### config.mk
export PLATFORM = sky130hd
export DESIGN_NAME = vx_axi_read_burst_split
export DESIGN_NICKNAME = d
export VERILOG_FILES = /design/src/rtl/vx_axi_read_burst_split.sv
export SDC_FILE = /design/constraint.sdc
export NUM_CORES = 1
export LEC_CHECK = 0
export ABC_AREA = 1
export ABC_CLOCK_PERIOD_IN_PS = 16400
export BUFFER_PORTS_ARGS = -buffer_cell sky130_fd_sc_hd__buf_2
export CAP_MARGIN = 20
export CORE_MARGIN = 3
export CORE_UTILIZATION = 45
export CTS_CLUSTER_SIZE = 30
export DETAILED_ROUTE_END_ITERATION = 16
export PLACE_DENSITY_LB_ADDON = 0.15
export SETUP_SLACK_MARGIN = 0.02
export SLEW_MARGIN = 10
export SYNTH_ARGS = -nofsm -noshare
export SYNTH_HDL_FRONTEND = slang
export SYNTH_SLANG_ARGS = --single-unit
### constraint.sdc
create_clock -name clk -period 16.4 [get_ports clk]
set_input_delay 4.1 -clock clk [delete_from_list [all_inputs] [get_ports clk]]
set_output_delay 4.1 -clock clk [all_outputs]
set_load 0.01 [all_outputs]
### src/rtl/vx_axi_read_burst_split.sv
// Splits AXI read bursts from the arbitrated master into sub-bursts that
// respect MAX_BURST_LEN and the AXI 4KB boundary rule.
//
// Ports
//   clk, reset                 clock, asynchronous active-high reset
//   m_axi_ar*_in               upstream AR channel (this block is the slave)
//   m_axi_r*_in                upstream R channel (this block is the slave)
//   m_axi_ar*                  downstream AR channel, arid = {final, id}
//   m_axi_r*                   downstream R channel
//
// Only the burst that completes a transaction has the extra ARID MSB set.
// The R path uses that bit to decide which RLAST is forwarded upstream, so it
// needs no state. This relies on same-ID in-order read return.
//
//   state | meaning
//   IDLE  | no burst held, upstream AR accepted
//   SPLIT | sub-burst presented downstream, waiting for arready
module vx_axi_read_burst_split #(
   parameter int AXI_DATA_WIDTH = 64,
   parameter int AXI_ADDR_WIDTH = 32,
   parameter int AXI_TID_WIDTH  = 8,
   parameter int MAX_BURST_LEN  = 16
) (
   input  logic                      clk,
   input  logic                      reset,
   input  logic                      m_axi_arvalid_in,
   output logic                      m_axi_arready_in,
   input  logic [AXI_ADDR_WIDTH-1:0] m_axi_araddr_in,
   input  logic [AXI_TID_WIDTH-1:0]  m_axi_arid_in,
   input  logic [7:0]                m_axi_arlen_in,
   input  logic [2:0]                m_axi_arsize_in,
   input  logic [1:0]                m_axi_arburst_in,
   input  logic [1:0]                m_axi_arlock_in,
   input  logic [3:0]                m_axi_arcache_in,
   input  logic [2:0]                m_axi_arprot_in,
   input  logic [3:0]                m_axi_arqos_in,
   input  logic [3:0]                m_axi_arregion_in,
   output logic                      m_axi_rvalid_in,
   input  logic                      m_axi_rready_in,
   output logic [AXI_DATA_WIDTH-1:0] m_axi_rdata_in,
   output logic                      m_axi_rlast_in,
   output logic [AXI_TID_WIDTH-1:0]  m_axi_rid_in,
   output logic [1:0]                m_axi_rresp_in,
   output logic                      m_axi_arvalid,
   input  logic                      m_axi_arready,
   output logic [AXI_ADDR_WIDTH-1:0] m_axi_araddr,
   output logic [AXI_TID_WIDTH:0]    m_axi_arid,
   output logic [7:0]                m_axi_arlen,
   output logic [2:0]                m_axi_arsize,
   output logic [1:0]                m_axi_arburst,
   output logic [1:0]                m_axi_arlock,
   output logic [3:0]                m_axi_arcache,
   output logic [2:0]                m_axi_arprot,
   output logic [3:0]                m_axi_arqos,
   output logic [3:0]                m_axi_arregion,
   input  logic                      m_axi_rvalid,
   output logic                      m_axi_rready,
   input  logic [AXI_DATA_WIDTH-1:0] m_axi_rdata,
   input  logic                      m_axi_rlast,
   input  logic [AXI_TID_WIDTH:0]    m_axi_rid,
   input  logic [1:0]                m_axi_rresp
);

   localparam int AW = AXI_ADDR_WIDTH;
   localparam logic [8:0] MAX_LEN = 9'(MAX_BURST_LEN);

   typedef enum logic [0:0] {IDLE, SPLIT} state_t;

   state_t                   state_q;
   logic [AW-1:0]            addr_q;
   logic [8:0]               rem_q;
   logic [AXI_TID_WIDTH-1:0] id_q;
   logic [2:0]               size_q;
   logic [1:0]               burst_q;
   logic [1:0]               lock_q;
   logic [3:0]               cache_q;
   logic [2:0]               prot_q;
   logic [3:0]               qos_q;
   logic [3:0]               region_q;

   logic [AW-1:0] size_mask;
   logic [11:0]   off_aligned;
   logic [12:0]   to4k;
   logic [8:0]    to4k_clamp;
   logic [8:0]    chunk;
   logic          final_sub;
   logic [AW-1:0] addr_d;
   logic [8:0]    rem_d;

   assign size_mask   = (AW'(1) << size_q) - AW'(1);
   assign off_aligned = addr_q[11:0] & ~size_mask[11:0];
   // Beats left before the 4KB page ends; ranges 1..4096, clamped to the
   // largest possible remaining count so the compare stays 9 bits wide.
   assign to4k        = (13'd4096 - {1'b0, off_aligned}) >> size_q;
   assign to4k_clamp  = (to4k > 13'd256) ? 9'd256 : to4k[8:0];

   always_comb begin
      chunk = rem_q;
      // FIXED/WRAP bursts pass through whole
      if (burst_q == 2'b01) begin
         if (MAX_LEN < chunk)    chunk = MAX_LEN;
         if (to4k_clamp < chunk) chunk = to4k_clamp;
      end
   end

   assign final_sub = (chunk == rem_q);
   assign addr_d    = (addr_q & ~size_mask) + (AW'(chunk) << size_q);
   assign rem_d     = rem_q - chunk;

   assign m_axi_arvalid    = (state_q == SPLIT);
   assign m_axi_arready_in = !reset &&
                             ((state_q == IDLE) || (final_sub && m_axi_arready));

   assign m_axi_araddr   = addr_q;
   assign m_axi_arid     = {final_sub, id_q};
   assign m_axi_arlen    = 8'(chunk - 9'd1);
   assign m_axi_arsize   = size_q;
   assign m_axi_arburst  = burst_q;
   assign m_axi_arlock   = lock_q;
   assign m_axi_arcache  = cache_q;
   assign m_axi_arprot   = prot_q;
   assign m_axi_arqos    = qos_q;
   assign m_axi_arregion = region_q;

   always_ff @(posedge clk or posedge reset) begin
      if (reset) begin
         state_q  <= IDLE;
         addr_q   <= '0;
         rem_q    <= '0;
         id_q     <= '0;
         size_q   <= '0;
         burst_q  <= '0;
         lock_q   <= '0;
         cache_q  <= '0;
         prot_q   <= '0;
         qos_q    <= '0;
         region_q <= '0;
      end else if (m_axi_arvalid_in && m_axi_arready_in) begin
         // covers both IDLE and the last sub-burst leaving: no bubble
         state_q  <= SPLIT;
         addr_q   <= m_axi_araddr_in;
         rem_q    <= {1'b0, m_axi_arlen_in} + 9'd1;
         id_q     <= m_axi_arid_in;
         size_q   <= m_axi_arsize_in;
         burst_q  <= m_axi_arburst_in;
         lock_q   <= m_axi_arlock_in;
         cache_q  <= m_axi_arcache_in;
         prot_q   <= m_axi_arprot_in;
         qos_q    <= m_axi_arqos_in;
         region_q <= m_axi_arregion_in;
      end else if (state_q == SPLIT && m_axi_arready) begin
         if (final_sub) begin
            state_q <= IDLE;
         end else begin
            addr_q <= addr_d;
            rem_q  <= rem_d;
         end
      end
   end

   assign m_axi_rvalid_in = m_axi_rvalid;
   assign m_axi_rready    = m_axi_rready_in;
   assign m_axi_rdata_in  = m_axi_rdata;
   assign m_axi_rresp_in  = m_axi_rresp;
   assign m_axi_rid_in    = m_axi_rid[AXI_TID_WIDTH-1:0];
   assign m_axi_rlast_in  = m_axi_rlast & m_axi_rid[AXI_TID_WIDTH];

endmodule
* Word-level counts from Yosys, hierarchy flattened
Cells that the tools add are included.
** Storage, ports and cells
- Register bits :: 72
- Output and inout port bits :: 150
- Logic and storage cells :: 56
- Bits of input ports :: 152
** Operators by class
- Multiplexer cells :: 14
- Reduce and logical (&&, ||, !) cells :: 10
- Equality and inequality tests :: 3
- Shifts and indexed selects :: 3
- Bitwise logic cells :: 6
- Add/subtract/negate cells :: 6
- $lt $le $gt $ge :: 3
** Operator list (count)
- 2-to-1 mux 32 bit :: 3
- 2-to-1 mux 9 bit :: 8
- adder 32 bit :: 1
- bitwise AND 32 bit :: 1
- NOT 32 bit :: 1
- left shift 1 x 3 -> 32 bit, first input constant :: 1
- left shift 9 x 3 -> 32 bit :: 1
- subtractor 32 x 2 -> 32 bit, second input constant :: 1
- > comparator 13 x 9 -> 1 bit, second input constant :: 1
- right shift 13 x 3 -> 13 bit :: 1
- subtractor 13 x 12 -> 13 bit, first input constant :: 1
- bitwise AND 12 bit :: 1
- NOT 12 bit :: 1
- adder 8 x 1 -> 9 bit, second input constant :: 1
- equality test 9 bit :: 1
- less-than comparator 5 x 9 -> 1 bit, first input constant :: 1
- less-than comparator 9 bit :: 1
- subtractor 9 bit :: 1
- subtractor 8 x 1 -> 8 bit, second input constant :: 1
- logical AND 1 bit :: 4
- AND reduction 2 bit :: 2
- nonzero test 2 bit :: 2
- 2-to-1 mux 1 bit :: 3
- equality test 2 x 1 -> 1 bit, second input constant :: 1
- 5 further kinds :: 5

* Depth between registers and ports, before layout
Gate-level depths: netlist of run 1.
- Word-level depth :: 18
- Depth in mapped cells :: 67
- Gate-level depth less buffers :: 64

* Worst setup path before layout of run 1
No wires, ideal clock.
- Path type :: reg-to-output
- Start point :: reg size_q[0] (netlist: m_axi_arsize[0])
- End point :: out m_axi_arready_in
- Path buffers :: 5
- Slack :: 5.714 ns
- Cell stages (with the launch flop) :: 44
- Arrival time :: 6.586 ns
- Required time :: 12.300 ns
- Cells stage by stage :: dfrtp_1 > buf_4 > inv_4 > clkbuf_1 > clkbuf_1 > nand2_1 > ha_1 > nand2_1 > ha_1 > nand3_1 > inv_2 > nand2_2 > inv_2 > nand2_1 > inv_2 > nand2_1 > nand2_1 > nor2_1 > (+8 left out) > ha_1 > nand2_1 > inv_1 > nand3_1 > a31oi_1 > a2111oi_0 > nand2_2 > inv_2 > nand3_1 > o21ai_1 > inv_1 > ha_1 > nand4_1 > nor2_1 > nand4_2 > a21oi_1 > buf_4 > buf_4
** Between the ends
- Longest elaborated chain between the ends :: 15
** RTL lines
- from (decl) :: RTL line 73 : logic [2:0] size_q;
- from (signal assigned) :: RTL line 144 : size_q <= m_axi_arsize_in;
- left shift 1 x 3 -> 32 bit :: RTL line 90 : assign size_mask = (AW'(1) << size_q) - AW'(1);
- subtractor 32 x 2 -> 32 bit :: RTL line 90
- NOT 12 bit :: RTL line 91 : assign off_aligned = addr_q[11:0] & ~size_mask[11:0];
- bitwise AND 12 bit :: RTL line 91
- subtractor 13 x 12 -> 13 bit :: RTL line 94 : assign to4k = (13'd4096 - {1'b0, off_aligned}) >> size_q;
- right shift 13 x 3 -> 13 bit (*) :: RTL line 94
- > comparator 13 x 9 -> 1 bit :: RTL line 95 : assign to4k_clamp = (to4k > 13'd256) ? 9'd256 : to4k[8:0];
- 2-to-1 mux 9 bit (*) :: RTL line 95
- less-than comparator 9 bit :: RTL line 102 : if (to4k_clamp < chunk) chunk = to4k_clamp;
- 2-to-1 mux 9 bit (*) :: RTL line 102
- 2-to-1 mux 9 bit (*) :: RTL line 100 : if (burst_q == 2'b01) begin
- equality test 9 bit (*) :: RTL line 106 : assign final_sub = (chunk == rem_q);
- logical AND 1 bit (*) :: RTL line 112 : ((state_q == IDLE) || (final_sub && m_axi_arready));
- logical OR 1 bit (*) :: RTL line 112
- logical AND 1 bit (*) :: RTL line 111 : assign m_axi_arready_in = !reset &&
- to (decl) :: RTL line 27 : output logic m_axi_arready_in,
Every way passes the cells marked *; elsewhere a longest branch is shown, timed or not.

* Worst setup path in the final report of run 1
Same ends and word-level chain as after synthesis.

==> results of run 1 <==
## layer usage
layer  GRT usage (%)  part of all wire [%]
met5               0                  0.22
met4            6.40                   1.7
met3            5.55                   7.8
met2            34.3                    44
met1            33.3                    47
## worst paths after layout
path / to / slack [ps]
worst max register to register: m_axi_araddr[31] / 7590
worst max-delay path: m_axi_arready_in / 5340
worst min register to register: m_axi_arregion[0] / 480
worst min-delay path: m_axi_arregion[0] / 480
min in group asynchronous: m_axi_arvalid / 4100
max in group asynchronous: m_axi_araddr[1] / 11690
## synthesized netlist by cell type, drive strengths merged
master / instances / area (um2)
a2111oi: 1 / 8.76
a21o: 1 / 7.51
a21oi: 35 / 179
a22oi: 1 / 7.51
a31oi: 4 / 25.0
and2: 2 / 12.5
buf: 110 / 786
clkbuf: 14 / 52.6
conb: 1 / 3.75
dfrtp: 72 / 1800
fa: 2 / 40.0
ha: 37 / 463
inv: 106 / 403
nand2: 308 / 1190
nand3: 225 / 1150
nand3b: 14 / 105
nand4: 22 / 144
nor2: 74 / 310
nor3: 6 / 30.0
nor4: 1 / 6.26
o211ai: 1 / 7.51
o21ai: 33 / 165
o21bai: 1 / 7.51
or2: 4 / 25.0
xnor2: 13 / 114
xor2: 31 / 272
## registers in the layout, summed over array words and instances, names as in the netlist
register	cells
id_q	8
m_axi_araddr	32
m_axi_arburst	2
m_axi_arcache	4
m_axi_arlock	2
m_axi_arprot	3
m_axi_arqos	4
m_axi_arregion	4
m_axi_arsize	3
m_axi_arvalid	1
rem_q	9
## placed cells by master (no fill, tap or decap), drive strengths merged, types with 2 or more instances in the layout
master and instances:
o21ai 33, a31oi 4, nor2 74, nand4 22
clkbuf 9, nand3b 14, or2 4, inv 109
bufinv 2, dfrtp 72, nand2 308, nor3 6
ha 37, and2 2, a21oi 35, conb 4
xnor2 13, nand3 225, fa 2, xor2 31
buf 155
## power breakdown
group	internal, mW	total, mW	switching [mW]
Combinational	0.515	1.39	0.873
Clock	0.137	0.224	0.0866
Sequential	0.259	0.359	0.0999
## area by class of cell
cell class | instances | area share, %
timing repair buffer | 155 | 10.0
multi-input combinational | 820 | 54.5
clock inverter | 7 | 1.39
inverter | 106 | 5.12
sequential | 72 | 22.8
tap | 211 | 3.34
clock buffer | 9 | 2.85
## worst max-delay path, delay by kind of cell, from the launching register on
kind	cells	cell delay, ps
fa+ha+maj	3	870
simple gates	16	2150
buf+inv	10	1420
compound gates	6	1220
flops	1	950
## kinds of logic after synthesis
kind of cell	count (synthesis)	synth area share [%]
and+or+nand+nor	656	40.7
buffers and inverters	230	17.0
AOI/OAI and AO/OA	77	5.57
DFF	72	24.6
xor gates and xnor gates	44	5.27
adders and majority gates	39	6.87
other	1	0.0512
## stage by stage
step                area, um2  total power [mW]  utilization [%]
finish                   7900              1.97             50.8
global route             7900              2.20             50.8
CTS                      7900              1.97             50.8
detailed placement       7560              1.74             48.6
global placement         7560              1.74             48.6
floorplan                7330              1.40                -
==> results.md, run 1 <==
- CTS tree: done
- Setup TNS: 0 ps
- HPWL after DPL: 15.6 mm
- Avg WL per Cell: 15.0 um
- Mapped Cells: 1,119
- Final setup violation count: 0
- Worst hold start: m_axi_arregion[0]
- Remaining DRCs: 0
- Total wire length: 20.8 mm
- Largest net degree at the start of global routing: 76
- Setup CP Type: register to primary output
- Clock Skew: 8.79 ps
- Multi-input gate area: 0.00430 mm2
- Nets@finish: 1,355
- Worst path slowest cell: dfrtp_1
- Die footprint: 0.0178 mm2
- Postcts setup bufs: 0
- CP Launch Type: register
- DRT iter0 DRCs: 531
- Outcome: complete, no violations
- GRT overflow: 0
- Critical Path Start: m_axi_arsize[0]
- Maximum fanout along the worst path: 28
- Initial antenna violation count: 4
- CP dominant cell by count: nand2_1
- DP Cell Count: 1,364
- N_diodes: 0
- Seq cells post-synth: 72
- First-pass GRT wire length: 33.8 mm
- Max Fclk: 0.0904 GHz
- Vias in the first global route: 6,679
- Pwr/cell area: 250 mW/mm2
- Die X: 134 um
- Final Hold Viols: 0
- Worst Path Arrival: 6960 ps
- Syn-to-layout area delta: 7.88%
- Layout cells sized above 1: 18.2%
- Final min period: 11,060 ps
- R2R Path Start: m_axi_arsize[0]
- Non-Filler Instances: 1,380
- Vias per inst: 5.27
- Reg area: 0.00180 mm2
- Port buffer count: 149
- Worst vdd ir: 0.0918 mV
- I/O Pins: 302
- Crit path required time: 12,300 ps
- TritonRoute pass-1 iters: 6
- Num CTS Buffers: 9
- Max capacitance violation total: 0
- Worst slew pin tran: 985 ps
- Unrepaired setup endpoints after global routing: false
- Clock Path Buffers: 2
- Die Ht: 134 um
- Slew Viols, Final: 0
- Setup slack at placement: 5840 ps
- Hold Crit Class: register to register
- Core Box Area: 0.0155 mm2
- Syn avg cell area: 6.54 um2
- Post-Syn Area: 0.00732 mm2
- CP peak stage delay: 950 ps
- Final WS setup: 5340 ps
- Tcrit/Tclk final: 67.5%
- Worst R2R Path Depth: 57
- Post-CTS Hold Buffers: 0
- GRT Resource Usage Total: 23.0%
- Number of clock sinks: 72
- Sequential-to-total area share from yosys stat: 24.6%
- Hold Path Depth: 2
- CTS clk-pin slew, worst paths: 60 ps
- Cts repair resizes: 0
- Clk_lat worst skew: 350 ps
- DR vias: 7,274
- H-Tree Depth: 3
- Starting Density: 47.1%
- Root Buffer: clkbuf_16
- Row count: 45
- Distinct cells, synth: 39
- Slew HR: 34.1%
- Worst hold slack: 475 ps
- Fill count: 1,665
- Crit. End Element: primary output
- Post-DRT Antenna Nets: 0
- Count of warnings emitted by yosys: 0
- Leakage: 4.37 nW
- GPL Wtd Cong: 0.906
(Power assumes the default switching activity.)
==> inputs of run 2 (changes only) <==
ABC_AREA = 0   (was 1)
ABC_CLOCK_PERIOD_IN_PS = 8900   (was 16400)
clock period = 8.9 ns   (was 16.4 ns; I/O delays follow)
==> results.md, run 2 <==
- Outcome: complete, no violations
- H-Tree Depth: 3 (unchanged)
- Row count: 46 (+2.2%)
- CTS clk-pin slew, worst paths: 60 ps (about the same)
- Remaining DRCs: 0 (unchanged)
- Port buffer count: 149 (unchanged)
- Most frequent cells after synthesis: nand2_1, buf_4, nor2_1
- Vias per inst: 5.79 (+9.8%)
- Async SR Flop Fraction: 100% (unchanged)
- CP peak stage delay: 520 ps (-430 ps)
- Crit. End Element: primary output
- GRT Resource Usage Total: 25.5% (+2.4 points)
- Worst R2R Setup Slack: 430 ps (-7160 ps)
- Avg WL per Cell: 18.5 um (+23%)
- Sequential-to-total area share from yosys stat: 23.8% (-0.84 points)
- Worst Path Arrival: 6460 ps (-500 ps)
- CP dominant cell by count: ha_4
- Tcrit/Tclk final: 97.5%
- Largest cells by area after synthesis: dfrtp_1, nand2_1, buf_4
- Commonest non-fill, non-tap cell in the layout: nand2_1
- Final min period: 8680 ps
- Syn avg cell area: 7.54 um2 (+15%)
- Post-CTS Hold Buffers: 0 (unchanged)
- Slew Viols, Final: 0 (unchanged)
- Number of clock sinks: 72 (unchanged)
- Clk_lat worst skew: 340 ps (about the same)
- Mapped Cells: 1,005 (-10%)
- Max capacitance violation total: 0 (unchanged)
- TritonRoute pass-1 iters: 6 (unchanged)
- Setup CP Type: register to primary output
- Maximum fanout along the worst path: 6 (-79%)
- DR vias: 7,709 (+6.0%)
- Unrepaired setup endpoints after global routing: true
- Distinct cells, synth: 92 (+140%)
- Seq cells post-synth: 72 (unchanged)
- Post-route cell area: 0.00911 mm2 (+15%)
- Worst slew pin tran: 939 ps (-46.3 ps)
- Largest net degree at the start of global routing: 72 (-5.3%)
- Die Ht: 136 um (+1.7%)
- CP Launch Type: register
- Count of warnings emitted by yosys: 0 (unchanged)
- Most frequent cells in the layout: nand2_1, buf_2, nor2_1
- Final core occ: 56.3% (+5.5 points)
- Initial antenna violation count: 2 (-2)
- CTS tree: done
- Post-DRT Antenna Nets: 0 (unchanged)
- Worst vdd ir: 0.194 mV (+110%)
- Syn-to-layout area delta: 20.3%
- N_diodes: 0 (unchanged)
- Leakage: 4.30 nW (-1.5%)
- Clock Skew: 10.2 ps (+1.41 ps)
- Fill count: 1,522 (-8.6%)
- GRT overflow: 0 (unchanged)
- Final Hold Viols: 0 (unchanged)
- Layout cells sized above 1: 30.3% (+12 points)
- Share of the synthesized area in the top cell type: 23.8% (-0.84 points)
- Area after DPL: 0.00815 mm2 (+7.9%)
- Crit path required time: 6680 ps (-5620 ps)
- Nets@finish: 1,302 (-3.9%)
- Final setup violation count: 0 (unchanged)
- Core Box Area: 0.0162 mm2 (+4.1%)
- Num CTS Buffers: 9 (unchanged)
- Vias in the first global route: 7,255 (+8.6%)
- Total wire length: 24.7 mm (+19%)
- DRT iter0 DRCs: 612 (+15%)
- HPWL after DPL: 18.4 mm (+18%)
- Die X: 136 um (+1.7%)
- CP delay by family, top: simple AND/OR/NAND/NOR gates
- Post-Syn Area: 0.00758 mm2 (+3.5%)
- GPL Wtd Cong: 0.980 (+8.3%)
- Count leader, synth: nand2_1
- Synth Flop Type: dfrtp_1
- Slew HR: 37.4% (+3.3 points)
- CP bufs+invs: 3 (-7)
- First-pass GRT wire length: 37.8 mm (+12%)
- I/O Pins: 302 (unchanged)
- Worst path slowest cell: or4_4
- Number of synthesized flops with an enable pin: 0 (unchanged)
- Root Buffer: clkbuf_16
- Starting Density: 46.8% (-0.25 points)
- Max Fclk: 0.115 GHz
- Die footprint: 0.0184 mm2 (+3.4%)
- Largest area contributor in the netlist: dfrtp_1
- Clock Path Buffers: 2 (unchanged)
- Number of flip-flops in the largest register: 32 (unchanged)
- Hold Crit Class: register to register
- Pwr/cell area: 541 mW/mm2 (+120%)
## run 2: cell types whose count changed after synthesis, sizes merged, moves of 14 or more
cell | before | now
a21o | 1 | 18
a21oi | 35 | 52
a31oi | 4 | 29
and2 | 2 | 18
clkbuf | 14 | 30
inv | 106 | 36
nand2 | 308 | 204
nand3 | 225 | 27
nor3 | 6 | 20
xnor2 | 13 | 34
xor2 | 31 | 12
## run 2: worst paths after layout
check	start	end	depth (start not counted)
worst max-delay path	m_axi_arsize[1]	m_axi_arready_in	32
worst min-delay path	id_q[3]	id_q[3]	2
worst max register to register	m_axi_arsize[1]	m_axi_araddr[31]	41
worst min register to register	id_q[3]	id_q[3]	2
max in group asynchronous	reset	m_axi_arsize[1]	3
min in group asynchronous	reset	m_axi_araddr[24]	2
## run 2: cell type report
class,instances,area (um2),share of cell area [%]
Sequential cell,72,1800,19.8
Tap cell,216,270,2.97
Multi-Input combinational cell,768,5250,57.6
Timing Repair Buffer,223,1330,14.6
Clock buffer,9,225,2.47
Inverter,37,151,1.66
Clock inverter,7,81.3,0.892
## run 2: tightest hold or removal path: stages (launching register included)
cell and delay (ps):
dfrtp_1 340, nand2_1 50, nand2_1 50
## run 2: layer usage
metal / share of wire (%) / global-route usage (%)
met5: 0.11 / 0
met4: 2.0 / 7.05
met3: 9.3 / 6.84
met2: 44 / 38.4
met1: 44 / 36.0
## run 2: report_power, final
group | switching (mW) | internal (mW)
clock | 0.153 | 0.220
sequential | 0.169 | 0.483
combinational | 2.22 | 1.68
## run 2: logic make-up after synthesis
logic type | count (synthesis) | share of synthesized area [%]
mux | 22 | 3.35
flops | 72 | 23.8
xor+xnor | 46 | 5.32
simple gates | 416 | 25.2
compound gates | 241 | 22.9
other cells | 1 | 0.0495
fa+ha+maj | 39 | 6.64
buf+inv | 168 | 12.8
## run 2: stage by stage
stage | worst slack (ps) | instances | hold slack [ps] | total power, mW | TNS [ps]
final | 220 | 1332 | 467 | 4.93 | 0
after global routing | -167 | 1332 | 487 | 5.31 | -361
after CTS | 44.4 | 1313 | 473 | 4.49 | 0
after detailed placement | -166 | 1289 | 457 | 4.01 | -406
after global placement | 103 | 1289 | 453 | 4.02 | 0
after floorplan | 29.4 | 1008 | 493 | 3.05 | 0
## run 2: what timing repair did
item                                    4_1_cts  5_1_grt
buffers inserted                              8       18
gates resized for setup                      14       75
endpoints found under the setup margin        9       22
pin swaps                                     7       42
==> inputs of run 3 (changes only) <==
CORE_ASPECT_RATIO = 1.75   (was unset)
==> results.md, run 3 (same netlist as run 2, synthesis figures left out) <==
- Total wire length: 26.1 mm (+5.5%)
- Crit. End Element: primary output
- Grt met3 use: 4.48% (-2.4 points)
- Starting Density: 46.1% (-0.78 points)
- GRT overflow: 0 (unchanged)
- CP Launch Type: register
- Maximum fanout along the worst path: 6 (unchanged)
- Syn-to-layout area delta: 19.0%
- CP delay by family, top: compound AO/OA/AOI/OAI gates
- Setup CP Type: register to primary output
- Max capacitance violation total: 0 (unchanged)
- Number of flip-flops in the largest register: 32 (unchanged)
- H-Tree Depth: 3 (unchanged)
- TritonRoute pass-1 iters: 4 (-2)
- Final WS setup: 301 ps (+81.2 ps)
- Hold Crit Class: register to register
- First-pass GRT wire length: 40.9 mm (+8.3%)
- Initial antenna violation count: 0 (-2)
- Pwr/cell area: 543 mW/mm2 (+0.34%)
- Largest net degree at the start of global routing: 75 (+4.2%)
- GR Util met2: 51.6% (+13 points)
- Most used routing layer in global routing: met2
- Fill count: 1,656 (+8.8%)
- Port buffer count: 149 (unchanged)
- Slew HR: 35.1% (-2.3 points)
- Worst hold slack: 466 ps (-0.511 ps)
- Root Buffer: clkbuf_16
- Non-Filler Instances: 1,344 (+0.90%)
- Final Hold Viols: 0 (unchanged)
- Die footprint: 0.0185 mm2 (+0.34%)
- Remaining DRCs: 0 (unchanged)
- CTS clk-pin slew, worst paths: 60 ps (about the same)
- Clk_lat worst skew: 340 ps (about the same)
- Tcrit/Tclk final: 96.6% (-0.91 points)
- Most frequent cells in the layout: nand2_1, buf_2, buf_4
- Commonest non-fill, non-tap cell in the layout: nand2_1
- Area after DPL: 0.00822 mm2 (+0.77%)
- CP peak stage delay: 450 ps (-70 ps)
- Vias per inst: 5.81 (+0.42%)
- Die Ht: 178 um (+31%)
- Num CTS Buffers: 9 (unchanged)
- Worst Path Arrival: 6370 ps (-90 ps)
- Final core occ: 54.8% (-1.5 points)
- GPL Wtd Cong: 0.993 (+1.3%)
- Clock Skew: 4.77 ps (-5.43 ps)
- GRT Resource Usage Total: 27.8% (+2.4 points)
- Vias in the first global route: 7,668 (+5.7%)
- DRT iter0 DRCs: 402 (-34%)
- Setup TNS: 0 ps (unchanged)
- HPWL after DPL: 20.3 mm (+10%)
- Nets@finish: 1,306 (+0.31%)
- Worst vdd ir: 0.178 mV (-8.3%)
- N_diodes: 0 (unchanged)
- Avg WL per Cell: 19.4 um (+4.6%)
- Row count: 62 (+35%)
- DP Cell Count: 1,304 (+1.2%)
- Clock Path Buffers: 2 (unchanged)
- Slew Viols, Final: 0 (unchanged)
- DR vias: 7,811 (+1.3%)
- CP bufs+invs: 4 (+1)
- Final Power: 4.90 mW (-0.71%)
- I/O Pins: 302 (unchanged)
- Post-route cell area: 0.00902 mm2 (-1.0%)
- Final setup violation count: 0 (unchanged)
- Outcome: complete, no violations
- Setup slack at placement: -38.9 ps (+127 ps)
- CTS tree: done
- Crit path required time: 6680 ps (about the same)
- Number of clock sinks: 72 (unchanged)
- Worst path slowest cell: dfrtp_2
- Core Box Area: 0.0164 mm2 (+1.7%)
- Die X: 104 um (-23%)
- Final min period: 8600 ps (-81.2 ps)
- Post-DRT Antenna Nets: 0 (unchanged)
- Worst slew pin tran: 973 ps (+34.4 ps)
- Layout cells sized above 1: 30.3% (about the same)
- M1 GR Usage: 29.5% (-6.4 points)
- Leakage: 4.30 nW (about the same)
- Max Fclk: 0.116 GHz (+0.94%)
-- run 3: timing repair --
item | in CTS | in global routing
setup buffers | 1 | 22
hold buffers | 0 | 0
setup endpoints to repair | 6 | 25
gates resized for setup | 10 | 70
cloned | 0 | 0
pin swaps | 3 | 32
-- run 3: layout make-up --
| class | count | area [um2] | share of cell area [%] |
|---|---|---|---|
| clock inverters | 3 | 17.5 | 0.194 |
| well taps | 224 | 280 | 3.11 |
| repair buffers | 227 | 1340 | 14.8 |
| inverters | 37 | 154 | 1.71 |
| clock buffers | 13 | 250 | 2.78 |
| flip-flops and latches | 72 | 1800 | 20.0 |
| multi-input cells | 768 | 5170 | 57.4 |
-- run 3: worst register-to-register path: cells and delay by family, from the launching register on --
| family | cells | cell delay [ps] |
|---|---|---|
| AO/OA/AOI/OAI | 23 | 4230 |
| AND/OR/NAND/NOR | 10 | 1570 |
| adder cells (fa/ha/maj) | 3 | 780 |
| buffers and inverters | 5 | 770 |
| multiplexers | 2 | 480 |
| flip-flops | 1 | 450 |
-- run 3: worst paths after layout --
check	start	end	slack, ps	cells past startpoint
min in group asynchronous	reset	m_axi_arprot[0]	2200	3
hold / removal	m_axi_arqos[1]	m_axi_arqos[1]	470	2
setup reg to reg	m_axi_arsize[1]	m_axi_araddr[28]	500	43
setup / recovery	m_axi_arsize[1]	m_axi_arready_in	300	32
max in group asynchronous	reset	m_axi_arsize[1]	6020	3
hold reg to reg	m_axi_arqos[1]	m_axi_arqos[1]	470	2
-- run 3: power by group --
group	leakage (nW)	switching (mW)	internal (mW)
Sequential	0.903	0.175	0.483
Combinational	3.27	2.22	1.68
Clock	0.130	0.140	0.196
Total	4.30	2.54	2.36
-- run 3: layer usage --
metal,up-vias,share of wire (%)
li1,3693,-
met1,3706,36
met2,315,52
met3,97,5.4
met4,0,6.1
met5,-,0
